===== src/rtl/pipelined_tree_multiplier.sv =====
// ---------------------------------------------------------------------------
// pipelined_tree_multiplier
//
// Three-stage pipelined carry-save tree multiplier. It multiplies two
// WIDTH-bit operands, signed or unsigned per beat, into a full 2*WIDTH-bit
// product. An opaque tag travels with each beat.
//
//   S1: capture operands, signed flag and tag
//   S2: partial products -> 3:2 CSA tree -> registered sum/carry vectors
//   S3: carry-propagate add -> out_product / out_tag
//
// All stages advance together on adv = ~out_valid | out_ready. When adv is
// low every stage holds, including bubbles.
//
// Ports
//   clk          rising-edge clock
//   rst          synchronous active-high reset
//   in_valid     operand beat valid
//   in_ready     block can accept a beat this cycle (equals adv)
//   in_a         multiplicand, WIDTH bits
//   in_b         multiplier, WIDTH bits
//   in_signed    1 = two's-complement operands, 0 = unsigned
//   in_tag       user tag, TAG_W bits
//   out_valid    product valid
//   out_ready    consumer accepts the product this cycle
//   out_product  product modulo 2^(2*WIDTH)
//   out_tag      tag returned with the product
// ---------------------------------------------------------------------------
module pipelined_tree_multiplier #(
    parameter int WIDTH = 32,
    parameter int TAG_W = 4
) (
    input  logic                 clk,
    input  logic                 rst,
    input  logic                 in_valid,
    output logic                 in_ready,
    input  logic [WIDTH-1:0]     in_a,
    input  logic [WIDTH-1:0]     in_b,
    input  logic                 in_signed,
    input  logic [TAG_W-1:0]     in_tag,
    output logic                 out_valid,
    input  logic                 out_ready,
    output logic [2*WIDTH-1:0]   out_product,
    output logic [TAG_W-1:0]     out_tag
);

    localparam int PW = 2 * WIDTH;
    localparam logic [PW-1:0] ZERO_P = {PW{1'b0}};
    localparam logic [PW-1:0] ONE_P  = {{(PW-1){1'b0}}, 1'b1};

    // Number of rows still to be summed at a given tree level. Each level
    // turns every full group of three rows into two and passes leftovers.
    function automatic int rows_at(input int lvl);
        int n;
        n = WIDTH;
        for (int k = 0; k < lvl; k++) begin
            n = (n / 3) * 2 + (n % 3);
        end
        return n;
    endfunction

    // Number of CSA levels needed to bring w rows down to two.
    function automatic int tree_levels(input int w);
        int n;
        int l;
        n = w;
        l = 0;
        while (n > 2) begin
            n = (n / 3) * 2 + (n % 3);
            l++;
        end
        return l;
    endfunction

    localparam int NLEV = tree_levels(WIDTH);

    logic                 adv_s;
    logic                 s1_valid_r;
    logic [WIDTH-1:0]     s1_a_r;
    logic [WIDTH-1:0]     s1_b_r;
    logic                 s1_signed_r;
    logic [TAG_W-1:0]     s1_tag_r;
    logic                 s2_valid_r;
    logic [PW-1:0]        s2_sum_r;
    logic [PW-1:0]        s2_carry_r;
    logic [TAG_W-1:0]     s2_tag_r;
    logic [PW-1:0]        a_ext_s;
    logic [PW-1:0]        tree_s [0:NLEV][0:WIDTH-1];

    assign adv_s    = ~out_valid | out_ready;
    assign in_ready = adv_s;

    // Sign- or zero-extend the multiplicand once; every row shifts this copy.
    assign a_ext_s = {{WIDTH{s1_signed_r & s1_a_r[WIDTH-1]}}, s1_a_r};

    // Partial product rows. In signed mode the top multiplier bit carries
    // negative weight, so its row is the negated shifted multiplicand; this
    // is also what makes min*min come out positive.
    for (genvar i = 0; i < WIDTH; i++) begin : g_pp
        if (i == WIDTH - 1) begin : g_top
            assign tree_s[0][i] = !s1_b_r[i]  ? ZERO_P :
                                  s1_signed_r ? (~(a_ext_s << i)) + ONE_P :
                                                (a_ext_s << i);
        end else begin : g_low
            assign tree_s[0][i] = s1_b_r[i] ? (a_ext_s << i) : ZERO_P;
        end
    end

    // Carry-save reduction tree. Row 2k/2k+1 of the next level are the sum
    // and shifted carry of rows 3k..3k+2; leftover rows pass straight down.
    for (genvar l = 0; l < NLEV; l++) begin : g_lvl
        localparam int N = rows_at(l);
        localparam int G = N / 3;
        localparam int R = N % 3;
        for (genvar j = 0; j < WIDTH; j++) begin : g_row
            if (j < 2 * G) begin : g_csa
                if (j % 2 == 0) begin : g_sum
                    assign tree_s[l+1][j] = tree_s[l][3*(j/2)]
                                          ^ tree_s[l][3*(j/2)+1]
                                          ^ tree_s[l][3*(j/2)+2];
                end else begin : g_carry
                    logic [PW-1:0] maj_s;
                    assign maj_s = (tree_s[l][3*(j/2)]   & tree_s[l][3*(j/2)+1])
                                 | (tree_s[l][3*(j/2)]   & tree_s[l][3*(j/2)+2])
                                 | (tree_s[l][3*(j/2)+1] & tree_s[l][3*(j/2)+2]);
                    assign tree_s[l+1][j] = {maj_s[PW-2:0], 1'b0};
                end
            end else if (j < 2 * G + R) begin : g_pass
                assign tree_s[l+1][j] = tree_s[l][3*G + (j - 2*G)];
            end else begin : g_zero
                assign tree_s[l+1][j] = ZERO_P;
            end
        end
    end

    // Stage 1: capture the operand beat; the valid bit follows in_valid
    // whenever the pipe advances.
    always_ff @(posedge clk) begin
        if (rst) begin
            s1_valid_r  <= 1'b0;
            s1_a_r      <= {WIDTH{1'b0}};
            s1_b_r      <= {WIDTH{1'b0}};
            s1_signed_r <= 1'b0;
            s1_tag_r    <= {TAG_W{1'b0}};
        end else if (adv_s) begin
            s1_valid_r  <= in_valid;
            s1_a_r      <= in_a;
            s1_b_r      <= in_b;
            s1_signed_r <= in_signed;
            s1_tag_r    <= in_tag;
        end else begin
            s1_valid_r  <= s1_valid_r;
        end
    end

    // Stage 2: register the two surviving rows of the CSA tree.
    always_ff @(posedge clk) begin
        if (rst) begin
            s2_valid_r <= 1'b0;
            s2_sum_r   <= ZERO_P;
            s2_carry_r <= ZERO_P;
            s2_tag_r   <= {TAG_W{1'b0}};
        end else if (adv_s) begin
            s2_valid_r <= s1_valid_r;
            s2_sum_r   <= tree_s[NLEV][0];
            s2_carry_r <= tree_s[NLEV][1];
            s2_tag_r   <= s1_tag_r;
        end else begin
            s2_valid_r <= s2_valid_r;
        end
    end

    // Stage 3: final carry-propagate add; the carry out is dropped by the
    // 2*WIDTH-bit destination.
    always_ff @(posedge clk) begin
        if (rst) begin
            out_valid   <= 1'b0;
            out_product <= ZERO_P;
            out_tag     <= {TAG_W{1'b0}};
        end else if (adv_s) begin
            out_valid   <= s2_valid_r;
            out_product <= s2_sum_r + s2_carry_r;
            out_tag     <= s2_tag_r;
        end else begin
            out_valid   <= out_valid;
        end
    end

endmodule


===== config.mk =====
export PLATFORM = sky130hd
export DESIGN_NAME = pipelined_tree_multiplier
export DESIGN_NICKNAME = d
export VERILOG_FILES = /design/src/rtl/pipelined_tree_multiplier.sv
export SDC_FILE = /design/constraint.sdc
export NUM_CORES = 2
export LEC_CHECK = 0
export ABC_AREA = 1
export CORE_ASPECT_RATIO = 0.75
export CORE_MARGIN = 5
export CORE_UTILIZATION = 55
export CTS_CLUSTER_DIAMETER = 40
export DETAILED_ROUTE_END_ITERATION = 8
export PLACE_DENSITY = 0.75
export SLEW_MARGIN = 20
export SYNTH_ARGS = -nofsm -noshare
export SYNTH_HDL_FRONTEND = slang
export SYNTH_SLANG_ARGS = --single-unit

===== constraint.sdc =====
create_clock -name clk -period 8.5 [get_ports clk]
set_input_delay 2.55 -clock clk [delete_from_list [all_inputs] [get_ports clk]]
set_output_delay 2.55 -clock clk [all_outputs]
set_load 0.01 [all_outputs]

==> run summary <==
I/O pins: 143
CTS buffer count: 44
Pwr per Cell Area: 196 nW/um^2
post-DP HPWL: 117,000 um
clk slew on worst S/H paths: 0.05 ns
endpoints failing setup: 0
detailed router's first-iteration violation count: 3,787
H-Tree Depth: 2
WL/cell: 20.1 um
post-synth top area share: 44.0%
CTS tree: done
Routed Antenna Nets: 0
Worst Path Arrival: 4.20 ns
gr usage total: 32.3%
status: finished, final reports clean
Mapped Cells: 6,215
final hold violation count: 0
Critical Path RT: 5.95 ns
worst-path maximum fanout: 101
# rows: 93
Avg Inst Size Synth: 7.65 um^2
Worst setup SP type: primary input
Port Buf Inserts: 142
first-pass GRT wire length: 231,000 um
final WL: 147,000 um
number of gates resized after cts: 0
Initial Utilization: 55.4%
Post-CTS Hold Buffers: 0
Max-slew headroom: 21.8%
Post-synth EDFFs: 0
total of max-cap violations: 0
Worst Setup Path Type: in2out
hold crit path type: reg2reg
design area: 51,100 um^2
clk_skew: 0.0388 ns
DRC Markers: 0
sequential share of the synthesized area: 11.1%
Chip Height: 265 um
pin count of the biggest net entering global routing: 134
period utilisation layout: 79.5%
Via Count: 39,011
routability cong.: 0.988
Synth Register Bits: 263
fin crit period: 6.75 ns
CTS max path bufs: 3
peak supply drop: 180 uV
Worst Max-Slew Pin Slew: 1.17 ns
Leak: 27.6 nW
Area contributors post-synth: fa_1, inv_1, dfxtp_1
antenna violations before repair: 1
gr ovfl total: 0
Die ar.: 92,500 um^2
post-synthesis to final-layout area growth: 7.53%
Async S/R FF share, synth: 0%
Die W: 350 um
top cells by count, synth: inv_1, nand2_1, fa_1, nor2_1, o21ai_0
post-CTS setup buffer count: 0
final setup TNS: 0 ns
count leader, synth: inv_1
final-stage net count: 7,407
clk sinks: 263
Via-to-Cell Ratio: 5.34
Post-DP Area: 49,600 um^2
Worst setup EP type: primary output
post-synth top area cell: fa_1
hold slack: 0.472 ns
synthesized cell area: 47,600 um^2
Synthesis Warnings: 0
layout filler cell count: 7,641
top_reg_cell synth: dfxtp_1
Root Buffer: clkbuf_16
Max Slew Vio Count: 0
unrepaired setup endpoints after global routing: no
Skew-Pair Late Insertion Delay: 0.62 ns
ratio of cells with drive above 1 in the final layout: 3.13%
Unique masters post-synth: 46
vias in the first global route: 40,323
DR pass1 iterations: 6
Post-Synthesis Net Count: 7,495
Max Freq: 148 MHz
core box area: 85,900 um^2
## final timing paths
| path | end | depth (start not counted) | slack (ns) | from |
|---|---|---|---|---|
| hold reg to reg | s2_tag_r[0]$_SDFFE_PP0P_ | 2 | 0.47 | s2_tag_r[0]$_SDFFE_PP0P_ |
| hold / removal | s2_tag_r[0]$_SDFFE_PP0P_ | 2 | 0.47 | s2_tag_r[0]$_SDFFE_PP0P_ |
| setup reg to reg | s2_sum_r[57]$_SDFFE_PP0P_ | 19 | 1.83 | s1_signed_r$_SDFFE_PP0P_ |
| setup / recovery | in_ready | 4 | 1.75 | out_ready |
## kinds of logic after synthesis
| family | count (synthesis) | synth area share (%) |
|---|---|---|
| compound gates | 608 | 6.79 |
| xor+xnor | 46 | 0.847 |
| fa+ha+maj | 1207 | 48.3 |
| buf+inv | 2131 | 16.9 |
| flops | 263 | 11.1 |
| simple gates | 1960 | 16.2 |
## cell usage in the layout (no fill, tap or decap), drive strengths merged, types with 14 or more instances in the layout
cell type	count
clkbuf	55
nand2	1263
dfxtp	263
a21oi	178
buf	66
or2	14
o21bai	31
nor2	546
xor2	26
nand3	82
xnor2	20
fa	1046
o21ai	361
nor3	28
clkdlybuf4s50	142
ha	161
nand4	15
inv	1798
## registers in the layout, indices dropped and copies added (netlist names)
register / flops
s1_b_r: 32
s2_sum_r: 64
s1_signed_r: 1
out_tag: 4
s1_valid_r: 1
s2_tag_r: 4
s2_carry_r: 55
out_product: 64
s1_a_r: 32
s1_tag_r: 4
out_valid: 1
s2_valid_r: 1
## final cells by class
type | instances | area, um^2 | area share (%)
sequential | 263 | 5280 | 10.3
multi-input combinational | 3821 | 34300 | 67.0
tap | 1140 | 1430 | 2.79
timing repair buffer | 208 | 1920 | 3.75
clock inverter | 26 | 320 | 0.626
clock buffer | 55 | 1180 | 2.31
antenna | 2 | 5.00 | 0.00979
inverter | 1789 | 6730 | 13.2
## critical path, cell delays in order
cell and delay (ns):
clkdlybuf4s50_1 0.50, nor2_4 0.07, inv_8 0.40, clkdlybuf4s50_1 0.66
## per-stage QoR
stage | power (mW) | std cells | utilization, % | setup WS [ns]
after floorplan | 5.63 | 6215 | - | 2.51
after global placement | 7.83 | 7221 | 57.8 | 1.78
after detailed placement | 7.98 | 7221 | 57.8 | 1.75
after CTS | 9.86 | 7302 | 59.6 | 1.74
after global routing | 10.9 | 7302 | 59.6 | 1.43
final | 10.0 | 7304 | 59.6 | 1.75
## routing by layer
metal | track usage [%] | wire, um | vias up
li1 | - | - | 17408
met1 | 46.5 | 60300 | 19128
met2 | 45.4 | 58600 | 2226
met3 | 13.6 | 23700 | 247
met4 | 8.17 | 4060 | 2
met5 | 0 | 13 | -
## power by group
| part | internal (mW) | switching, mW |
|---|---|---|
| combinational | 2.46 | 3.87 |
| sequential | 1.55 | 0.305 |
| clock | 1.08 | 0.749 |
| total | 5.09 | 4.92 |
Note: power is estimated with default switching activity, not from simulation.
